$ cat src/rtl/rd_line_assembler.sv
// Read-return line assembler: queues READ commands, gathers BURST_LEN beats into a line,
// buffers lines in a small FIFO with credit return. Optional macro: RD_ASM_CRITICAL_WORD_FIRST_EN.
module rd_line_assembler #(
    parameter int BURST_LEN  = 8,
    parameter int TAG_W      = 4,
    parameter int CMD_DEPTH  = 4,
    parameter int LINE_DEPTH = 2
) (
    input  logic                    CLK,
    input  logic                    RST,
    input  logic                    rd_en,
    input  logic [TAG_W-1:0]        rd_tag,
    input  logic [$clog2(BURST_LEN)-1:0] rd_col,
    input  logic                    beat_valid,
    input  logic [31:0]             beat_data,
    output logic                    line_valid,
    output logic [32*BURST_LEN-1:0] line_data,
    output logic [TAG_W-1:0]        line_tag,
    input  logic                    line_ready,
    output logic                    rd_credit,
    output logic                    err_unexp,
    output logic                    err_ovf
);

    localparam int COL_W = $clog2(BURST_LEN);
    localparam int CQ_PW = (CMD_DEPTH > 1) ? $clog2(CMD_DEPTH) : 1;
    localparam int CQ_CW = $clog2(CMD_DEPTH + 1);
    localparam int LF_PW = (LINE_DEPTH > 1) ? $clog2(LINE_DEPTH) : 1;
    localparam int LF_CW = $clog2(LINE_DEPTH + 1);
    localparam int LINE_W = 32 * BURST_LEN;

    typedef enum logic [0:0] {
        IDLE,
        COLLECT
    } state_t;

    // Command queue
    logic [TAG_W-1:0] cq_tag_mem [CMD_DEPTH];
    logic [CQ_PW-1:0] cq_wr_ptr, cq_rd_ptr;
    logic [CQ_CW-1:0] cq_count;
    logic             cq_empty, cq_full, cq_push;

    // Line FIFO
    logic [LINE_W-1:0] lf_data_mem [LINE_DEPTH];
    logic [TAG_W-1:0]  lf_tag_mem  [LINE_DEPTH];
    logic [LF_PW-1:0]  lf_wr_ptr, lf_rd_ptr;
    logic [LF_CW-1:0]  lf_count;
    logic              lf_full, lf_push, lf_pop;

    // Assembly
    state_t            state_q, state_d;
    logic [COL_W-1:0]  beat_cnt_q, beat_cnt_d;
    logic [LINE_W-1:0] line_buf_q, line_buf_d, line_next;
    logic [COL_W-1:0]  slot;
    logic              beat_accept, complete;

`ifdef RD_ASM_CRITICAL_WORD_FIRST_EN
    logic [COL_W-1:0] cq_col_mem [CMD_DEPTH];
    assign slot = beat_cnt_q + cq_col_mem[cq_rd_ptr];
`else
    logic unused_rd_col;
    assign unused_rd_col = ^rd_col;
    assign slot = beat_cnt_q;
`endif

    function automatic logic [CQ_PW-1:0] cq_inc(input logic [CQ_PW-1:0] p);
        return (p == CQ_PW'(CMD_DEPTH - 1)) ? '0 : p + 1'b1;
    endfunction

    function automatic logic [LF_PW-1:0] lf_inc(input logic [LF_PW-1:0] p);
        return (p == LF_PW'(LINE_DEPTH - 1)) ? '0 : p + 1'b1;
    endfunction

    assign cq_empty    = (cq_count == '0);
    assign cq_full     = (cq_count == CQ_CW'(CMD_DEPTH));
    assign lf_full     = (lf_count == LF_CW'(LINE_DEPTH));
    assign beat_accept = beat_valid && !cq_empty;

    // A completing burst frees a CQ slot in the same cycle, so a full CQ can still accept.
    assign cq_push = rd_en && (!cq_full || complete);
    assign lf_pop  = line_valid && line_ready;
    assign lf_push = complete && (!lf_full || lf_pop);

    always_comb begin
        line_next = line_buf_q;
        for (int unsigned k = 0; k < BURST_LEN; k++) begin
            if (slot == COL_W'(k)) line_next[32*k +: 32] = beat_data;
        end
    end

    always_comb begin
        state_d    = state_q;
        beat_cnt_d = beat_cnt_q;
        line_buf_d = line_buf_q;
        complete   = 1'b0;
        if (beat_accept) begin
            line_buf_d = line_next;
            case (state_q)
                IDLE: begin
                    beat_cnt_d = COL_W'(1);
                    state_d    = COLLECT;
                end
                COLLECT: begin
                    if (beat_cnt_q == COL_W'(BURST_LEN - 1)) begin
                        complete   = 1'b1;
                        beat_cnt_d = '0;
                        state_d    = IDLE;
                    end else begin
                        beat_cnt_d = beat_cnt_q + 1'b1;
                    end
                end
                default: state_d = IDLE;
            endcase
        end
    end

    always_ff @(posedge CLK) begin
        if (RST) begin
            state_q    <= IDLE;
            beat_cnt_q <= '0;
            line_buf_q <= '0;
            cq_wr_ptr  <= '0;
            cq_rd_ptr  <= '0;
            cq_count   <= '0;
            lf_wr_ptr  <= '0;
            lf_rd_ptr  <= '0;
            lf_count   <= '0;
            err_unexp  <= 1'b0;
            err_ovf    <= 1'b0;
        end else begin
            state_q    <= state_d;
            beat_cnt_q <= beat_cnt_d;
            line_buf_q <= line_buf_d;
            if (cq_push)  cq_wr_ptr <= cq_inc(cq_wr_ptr);
            if (complete) cq_rd_ptr <= cq_inc(cq_rd_ptr);
            cq_count <= cq_count + CQ_CW'(cq_push) - CQ_CW'(complete);
            if (lf_push) lf_wr_ptr <= lf_inc(lf_wr_ptr);
            if (lf_pop)  lf_rd_ptr <= lf_inc(lf_rd_ptr);
            lf_count <= lf_count + LF_CW'(lf_push) - LF_CW'(lf_pop);
            if (beat_valid && cq_empty) err_unexp <= 1'b1;
            if ((rd_en && !cq_push) || (complete && !lf_push)) err_ovf <= 1'b1;
        end
    end

    always_ff @(posedge CLK) begin
        if (cq_push) begin
            cq_tag_mem[cq_wr_ptr] <= rd_tag;
`ifdef RD_ASM_CRITICAL_WORD_FIRST_EN
            cq_col_mem[cq_wr_ptr] <= rd_col;
`endif
        end
        if (lf_push) begin
            lf_data_mem[lf_wr_ptr] <= line_next;
            lf_tag_mem[lf_wr_ptr]  <= cq_tag_mem[cq_rd_ptr];
        end
    end

    assign line_valid = (lf_count != '0);
    assign line_data  = line_valid ? lf_data_mem[lf_rd_ptr] : '0;
    assign line_tag   = line_valid ? lf_tag_mem[lf_rd_ptr]  : '0;
    assign rd_credit  = (32'(cq_count) + 32'(lf_count)) < 32'(LINE_DEPTH);

endmodule

$ cat config.mk
export PLATFORM = sky130hd
export DESIGN_NAME = rd_line_assembler
export DESIGN_NICKNAME = d
export VERILOG_FILES = /design/src/rtl/rd_line_assembler.sv
export SDC_FILE = /design/constraint.sdc
export NUM_CORES = 1
export LEC_CHECK = 0
export BUFFER_PORTS_ARGS = -buffer_cell sky130_fd_sc_hd__buf_2
export CAP_MARGIN = 40
export CORE_MARGIN = 1
export CORE_UTILIZATION = 55
export CTS_CLUSTER_SIZE = 8
export DETAILED_ROUTE_END_ITERATION = 10
export HOLD_SLACK_MARGIN = 0.02
export PLACE_DENSITY = 0.83
export SLEW_MARGIN = 15
export SYNTH_ARGS = -nofsm -noshare
export SYNTH_HDL_FRONTEND = slang
export SYNTH_SLANG_ARGS = --single-unit
$ cat constraint.sdc
create_clock -name CLK -period 67.4 [get_ports CLK]
set_input_delay 6.74 -clock CLK [delete_from_list [all_inputs] [get_ports CLK]]
set_output_delay 6.74 -clock CLK [all_outputs]
set_load 0.01 [all_outputs]
* After elaboration in Yosys (flattened, before gate mapping)
Memories as Yosys holds them, arrays and structs flattened. A register that Yosys moved wholly into a read port is not among the register bits. Index checks and enable logic that the tools add are counted.
Word-level totals: flip-flop bits (word level) 273, bits in writable memories 536, input port bits 44, output and inout port bits 264, word-level logic and storage cells 86, memories 3
Memory list:
- lf_data_mem | depth 2, width 256, read ports 1, clocked after Yosys merged registers in 1, wr ports 1, RTL line 44 | logic [LINE_W-1:0] lf_data_mem [LINE_DEPTH];
- cq_tag_mem | depth 4, width 4, read ports 1, clocked after Yosys merged registers in 1, wr ports 1, RTL line 38 | logic [TAG_W-1:0] cq_tag_mem [CMD_DEPTH];
- lf_tag_mem | depth 2, width 4, read ports 1, clocked after Yosys merged registers in 1, wr ports 1, RTL line 45 | logic [TAG_W-1:0] lf_tag_mem [LINE_DEPTH];
Operators by class: add/subtract/negate cells 10, $lt $le $gt $ge 1, equal/unequal tests 11, mux-type cells 31, bitwise logic cells 1, reductions and logical operators 18
Operators by type and width (count):
- 2-to-1 mux 256 bit | 1
- 2-to-1 mux 32 bit | 8
- == test 3 bit (second input constant) | 5
- 2-to-1 mux 1 bit | 14
- 2-to-1 mux 2 bit | 4
- logical AND 1 bit | 7
- == test 2 bit (second input constant) | 3
- == test 3 x 2 -> 1 bit (second input constant) | 2
- zero test 3 bit | 2
- case mux 3 bit (2 select lines) | 1
- zero test 1 bit | 5
- adder 2 x 1 -> 2 bit (second input constant) | 2
- adder 3 x 2 -> 4 bit | 1
- < comparator 4 x 2 -> 1 bit (second input constant) | 1
- 2-to-1 mux 4 bit | 1
- adder 3 x 1 -> 3 bit | 1
- adder 3 x 1 -> 3 bit (second input constant) | 1
- == test 3 x 1 -> 1 bit (second input constant) | 1
- logical OR 1 bit | 3
- 2-to-1 mux 3 bit | 1
- subtractor 3 x 1 -> 3 bit | 1
- adder 1 bit (second input constant) | 2
- adder 2 x 1 -> 2 bit | 1
- case mux 1 bit (2 select lines) | 1
- other kinds (3) | 3

* Depth between registers and ports, before layout
Gate-level depths: netlist of the first run.
word-level depth 9, gate-level depth with buffers 12, gate-level depth less buffers 11

* Worst setup path after synthesis of the first run
Ideal clock, no wire load.
kind input to register, start input port beat_valid, end register lf_wr_ptr, library setup time 0.168 ns, arrival 33.769 ns, required time 67.232 ns, slack 33.463 ns, cell stages on the path 3, path buffers 0, path through nand3_1 nor4_1 o21ba_2
Between the ends: longest elaborated chain between the ends 3
RTL lines:
- start, declared | RTL line 14 | input logic beat_valid,
- logical AND 1 bit | RTL line 77 | assign beat_accept = beat_valid && !cq_empty;
- 2-to-1 mux 1 bit | RTL line 96 | if (beat_accept) begin
- logical AND 1 bit | RTL line 82 | assign lf_push = complete && (!lf_full || lf_pop);
- end signal, assigned | RTL line 137 | if (lf_push) lf_wr_ptr <= lf_inc(lf_wr_ptr);
- end, declared | RTL line 46 | logic [LF_PW-1:0] lf_wr_ptr, lf_rd_ptr;
Every way passes these cells. A chain may end at the register's enable or synchronous reset.

==> results.yml, run 1 <==
critical_path:
  end_kind: "output port"
  cp-endpoint: "line_data[221]"
  start_kind: "flop"
  r2r_setup_slack_ns: 62.86
  worstPathRequired_ns: 60.66
  timing.rr.end: "lf_data_mem[0][185]$_DFFE_PP_"
  reg2regPathDepth: 8
  arrival_ns: 3.75
  critical_path_class: "reg2out"
  cp_max_fo: 47
  r2r-start: "beat_cnt_q[2]$_SDFFE_PP0P_"
layout:
  fillers: 4232
  layout-drive-gt1-share: 0.258
  final_cell_area_um2: 39600
  nNetsFinal: 2834
  syn_to_final_growth_pct: 16.5
timing:
  worst_pin_slew_ns: 0.951
  fin_crit_ns: 10.49
  tns_ns: 0
  slew_headroom: 0.366
  fin_crit_sh: 0.156
  fmax_ghz: 0.0953
  maxSlewViolCount: 0
  setup_viol: 0
  setup_ws_ns: 56.91
  rsz0062_at_grt: "false"
  hold_viol: 0
  fin_skew_ns: 0.0420
floorplanning:
  ioPinCount: 308
  core-area_um2: 60700
  rows: 90
  die_h_um: 250
  die_w_um: 250
  start_util: 0.559
  die-area_um2: 62700
cts:
  cts_root_buf: "clkbuf_16"
  clockBufferDepth: 3
  cts_tree: "yes"
  post_cts_buffers: 0
  cts_resized: 0
  insertion_delay_ns: 0.68
  clock-sinks: 812
  clk_pin_slew_ns: 0.05
  cts_max_level: 3
  cts_hold_buf: 0
  cts_buffers: 111
logic_synthesis:
  ys_types: 44
  synth_fp_nets: 2532
  yosys.area.top_type_share: 0.474
  synth_seq_cells: 812
  seq_area_frac_synth: 0.637
  yosys.area.top_type: "edfxtp_1"
  synthFlopType: "edfxtp_1"
  synth_edf_count: 536
  synth.avg_cell_area_um2: 13.7
  syn_area_um2: 34000
  yosysWarnings: 0
  async_flop_share: 0
  synth_area_leaders: "edfxtp_1, dfxtp_1, mux2i_1, mux2_2, nand2b_1"
  synthCells: 2470
pwr:
  total_power_mw: 1.30
  power.density_nw_per_um2: 33.0
  p_leak_nw: 15.6
  vdd_drop_max_v: 0.0000272
global_route:
  grt_use_met1: 0.315
  grt_max_degree: 158
  grt_pass1_wl_um: 123000
  antenna_found_initial: 2
  grt_util_met3: 0.0454
  grt.met2_usage: 0.438
  grt_pass1_vias: 21300
  busiest_layer: "met2"
  overflow: 0
  track_usage: 0.255
routing:
  vias: 20500
  drc: 0
  detail_route.wl_per_cell_um: 22.1
  vias_per_cell: 5.62
  drt-total-wl_um: 80800
  antenna_left: 0
  drtIter0Drc: 1545
  firstDrtPassIters: 5
placed_design:
  place_ws_ns: 57.17
  dpl.hpwl_um: 49600
  dpl_cell_area_um2: 36200
  io_buffer_count: 304
  gp_congestion: 0.801
flow_run:
  maxCapViolations: 0
outcome:
  status: "complete, no violations"
worst_hold_path:
  hold_class: "reg2reg"
==> per-stage QoR <==
stage	cells	hold WS (ns)	utilization
after CTS	3648	0.453	0.651
after floorplan	2470	0.432	-
after global placement	3425	0.437	0.591
after global routing	3652	0.468	0.652
after detailed placement	3438	0.446	0.597
final	3652	0.452	0.652
==> cell type report <==
class                      instances  area [um2]  share of cell area
inverter                          14        52.6             0.00133
timing repair buffer             345        2120              0.0536
tap                              782         978              0.0247
antenna                            1        2.50           0.0000633
multi-input combinational       1488       11500               0.291
clock inverter                     5        83.8             0.00212
clock buffer                     205        3180              0.0805
sequential                       812       21600               0.547
==> cells in the final DEF (no fill, tap or decap), types with 3 or more instances in the layout <==
cell type and count:
a21oi_1 70, and2_1 4, buf_12 8, buf_16 9
buf_2 303, buf_4 24, clkbuf_1 91, clkbuf_16 113
dfxtp_1 275, edfxtp_1 536, ha_1 14, inv_1 14
mux2_1 9, mux2_2 248, mux2i_1 453, mux4_2 4
nand2_1 132, nand2_2 6, nand2b_1 227, nand3_1 4
nand3_4 3, nor2_1 271, nor2b_1 3, nor2b_4 3
nor3_1 3, o21ai_0 4, xnor2_1 4
==> registers in the layout (all words and copies together), names as in the netlist, named ones only <==
signal and cells:
lf_data_mem 512, line_buf_q 256, cq_tag_mem 16, lf_tag_mem 8, beat_cnt_q 3, cq_count 3, cq_rd_ptr 2, cq_wr_ptr 2
lf_count 2, err_ovf 1, err_unexp 1, lf_rd_ptr 1, lf_wr_ptr 1, state_q 1
==> Yosys cell counts (2+ instances only) <==
cell type	instances
xnor2_1	4
or3_1	2
mux4_2	4
nor2_1	272
nand2b_1	227
o21ai_0	4
fa_1	2
buf_6	17
nand2_1	135
ha_1	16
buf_1	3
buf_4	5
nor3_1	3
and2_1	5
and3_1	2
a21oi_1	70
dfxtp_1	276
mux2_1	9
buf_2	86
mux2_2	248
nand3_1	4
mux2i_1	453
nand3_2	2
nor2b_1	6
nand2_2	3
edfxtp_1	536
clkbuf_1	45
inv_1	14
o31a_1	2
==> critical path, stage by stage, from the launching register on <==
cell     delay (ns)
dfxtp_4        0.57
buf_16         0.30
buf_4          0.71
buf_4          0.45
buf_16         0.31
mux2i_1        0.36
nor2_1         0.07
buf_2          0.15
==> cell families (layout without fill, tap and decap cells) <==
logic type / Yosys count / after routing / synth area share
flops: 812 / 812 / 0.637
mux: 714 / 714 / 0.221
simple gates: 669 / 669 / 0.0938
buf+inv: 170 / 569 / 0.0263
compound gates: 82 / 82 / 0.0133
fa+ha+maj: 18 / 18 / 0.00708
xor+xnor: 5 / 5 / 0.00129
other cells: 0 / 1 / 0
==> worst min-delay path by stage <==
stage                                            start                            to  depth (start not counted)
after CTS                 line_buf_q[105]$_SDFFE_PP0P_  line_buf_q[105]$_SDFFE_PP0P_                          2
final                     line_buf_q[104]$_SDFFE_PP0P_  line_buf_q[104]$_SDFFE_PP0P_                          2
after detailed placement  line_buf_q[105]$_SDFFE_PP0P_  line_buf_q[105]$_SDFFE_PP0P_                          2
after floorplan           line_buf_q[104]$_SDFFE_PP0P_  line_buf_q[104]$_SDFFE_PP0P_                          2
after global placement    line_buf_q[117]$_SDFFE_PP0P_  line_buf_q[117]$_SDFFE_PP0P_                          2
after global routing      line_buf_q[226]$_SDFFE_PP0P_  line_buf_q[226]$_SDFFE_PP0P_                          2
==> metal layers <==
| layer | vias up | part of all wire |
|---|---|---|
| li1 | 9459 | - |
| met1 | 10200 | 0.40 |
| met2 | 687 | 0.51 |
| met3 | 144 | 0.057 |
| met4 | 0 | 0.035 |
| met5 | - | 0 |
==> power breakdown <==
| group | switching, mW | internal [mW] |
|---|---|---|
| Clock | 0.204 | 0.314 |
| Sequential | 0.00744 | 0.538 |
| Combinational | 0.152 | 0.0889 |
(Power assumes the default switching activity.)
==> run 2: changes to the inputs <==
- ABC_AREA: default -> 1
- CORE_UTILIZATION: 55 -> 53
- clock period: 67.4 -> 8.48 ns (I/O delays scaled with it)
==> run 2 against run 1 <==
Power rose to 7.9 times the previous value. Worst setup slack worse by 53 ns. Synthesized cell count rose by 33%. Critical path depth fell by 1. Sequential cell count did not move. Combinational power rose to 7.0 times the previous value. Critical path type unchanged.
==> results.yml, run 2 <==
critical_path:
  critical_path_class: "reg2out"
  arrival_ns: 3.47
  r2r-start: "beat_cnt_q[0]$_SDFFE_PP0P_"
  start_kind: "flop"
  reg2regPathDepth: 9
  worstPathRequired_ns: 7.63
  worst_path_largest_cell_delay_ns: 0.71
  end_kind: "output port"
  timing.rr.end: "lf_data_mem[1][169]$_DFFE_PP_"
  crit_chain: "buf_4, buf_16, buf_4, nand2_1, a21oi_1, buf_2"
  cpMostUsedCell: "buf_4"
  r2r_setup_slack_ns: 4.46
  cp_max_fo: 73
  crit_slowest_cell: "buf_4"
cts:
  insertion_delay_ns: 0.69
  clk_pin_slew_ns: 0.05
  clockBufferDepth: 3
  cts_resized: 0
  cts_hold_buf: 0
  cts_max_level: 3
  cts_tree: "yes"
  cts_root_buf: "clkbuf_16"
  clock-sinks: 812
  cts_buffers: 111
  post_cts_buffers: 0
global_route:
  grt_pass1_vias: 23000
  grt_pass1_wl_um: 133000
  antenna_found_initial: 14
  grt_max_degree: 198
  overflow: 0
  track_usage: 0.283
layout:
  syn_to_final_growth_pct: 16.9
  reg_top3: "lf_data_mem (512), line_buf_q (256), cq_tag_mem (16)"
  layout_commonest_cell: "nand2_1"
  final_cells: 4384
  nNetsFinal: 3566
  max_flop_register: "lf_data_mem"
  largest_reg_flops: 512
  layout_common_cells: "nand2_1, edfxtp_1, a21oi_1"
  fillers: 4530
  final_cell_area_um2: 37800
  final_util: 0.626
  layout-drive-gt1-share: 0.133
placed_design:
  dpl.hpwl_um: 50100
  dpl_cell_area_um2: 34500
  io_buffer_count: 304
  place_ws_ns: 4.45
  gp_congestion: 0.799
  placed_cells: 4173
floorplanning:
  ioPinCount: 308
  die_h_um: 249
  die-area_um2: 62000
  rows: 90
  die_w_um: 249
  core-area_um2: 60400
  start_util: 0.536
logic_synthesis:
  yosysWarnings: 0
  synthFlopType: "edfxtp_1"
  synthCells: 3276
  synth_edf_count: 536
  yosysMostFrequentCell: "nand2_1"
  yosys.area.top_type: "edfxtp_1"
  synth_area_leaders: "edfxtp_1, dfxtp_1, nand2_1, a21oi_1, o21ai_0"
  yosys.area.top_type_share: 0.497
  synth.avg_cell_area_um2: 9.88
  async_flop_share: 0
  seq_area_frac_synth: 0.668
  synth_seq_cells: 812
  syn_area_um2: 32400
  ys_types: 30
  synth_fp_nets: 3338
  ys_top_cells_by_count: "nand2_1, edfxtp_1, a21oi_1, o21ai_0, dfxtp_1"
timing:
  fin_crit_ns: 4.32
  fmax_ghz: 0.231
  fin_skew_ns: 0.0216
  maxSlewViolCount: 0
  fin_crit_sh: 0.510
  tns_ns: 0
  worst_pin_slew_ns: 1.19
  slew_headroom: 0.204
  whs_ns: 0.397
  hold_viol: 0
  setup_ws_ns: 4.16
  rsz0062_at_grt: "false"
  setup_viol: 0
worst_hold_path:
  hold_depth: 1
  min_to: "cq_tag_mem[2][2]$_DFFE_PP_"
  min-delay-start: "rd_tag[2]"
  hold_class: "in2reg"
pwr:
  vdd_drop_max_v: 0.000197
  p_leak_nw: 13.9
  power.density_nw_per_um2: 272
  total_power_mw: 10.3
routing:
  vias: 24900
  vias_per_cell: 5.67
  antenna_left: 0
  drc: 0
  drtIter0Drc: 2957
  detail_route.wl_per_cell_um: 20.5
  drt-total-wl_um: 89900
  firstDrtPassIters: 6
outcome:
  status: "complete, no violations"
flow_run:
  maxCapViolations: 0
## run 2: changes by cell type after synthesis, sizes merged, moves of 227 or more
cell / change
mux2i: -453
a21oi: +456
mux2: -257
nor2: -236
nand2: +1042
nand2b: -227
o21ai: +332
## run 2: routing by layer
layer  global-route usage  share of wire  routed length, um  vias up
li1                     -              -                  -    11500
met2                0.449           0.47              42300     1327
met5                    0        0.00012                 11        -
met3               0.0553          0.089               8030      224
met4                0.156          0.058               5240        2
met1                0.368           0.38              34400    11800
## run 2: cell families after synthesis
family	count (synthesis)	synth area share
fa+ha+maj	18	0.00743
flops	812	0.668
simple gates	1225	0.143
buf+inv	350	0.0452
compound gates	869	0.135
xor+xnor	2	0.000542
## run 2: layout make-up
class,count,area (um2),share of cell area
Timing Repair Buffer,338,2100,0.0555
Tap cell,782,978,0.0259
Antenna cell,6,15.0,0.000397
Clock buffer,198,3130,0.0827
Clock inverter,7,173,0.00457
Multi-Input combinational cell,2114,9300,0.246
Inverter,127,492,0.0130
Sequential cell,812,21600,0.572
## run 2: how the worst max path moves through the flow
stage          startpoint                            end  depth (start not counted)
2_1_floorplan  beat_valid    lf_data_mem[1][0]$_DFFE_PP_                          5
3_3_place_gp   beat_valid  lf_data_mem[1][187]$_DFFE_PP_                          6
3_5_place_dp   beat_valid  lf_data_mem[1][187]$_DFFE_PP_                          8
4_1_cts              flop                  line_data[71]                          6
5_1_grt              flop                 line_data[198]                          6
6_report             flop                 line_data[184]                          6
## run 2: report_power, final
part	switching (mW)	total (mW)	internal, mW
clock network	1.65	4.15	2.50
logic	1.25	1.69	0.442
registers	0.0522	4.43	4.38
## run 2: critical path, delay by kind of cell, from the launching register on
family | cells | cell delay, ns
AOI/OAI and AO/OA | 1 | 0.42
buffers and inverters | 4 | 1.64
DFF | 1 | 0.52
and+or+nand+nor | 1 | 0.11
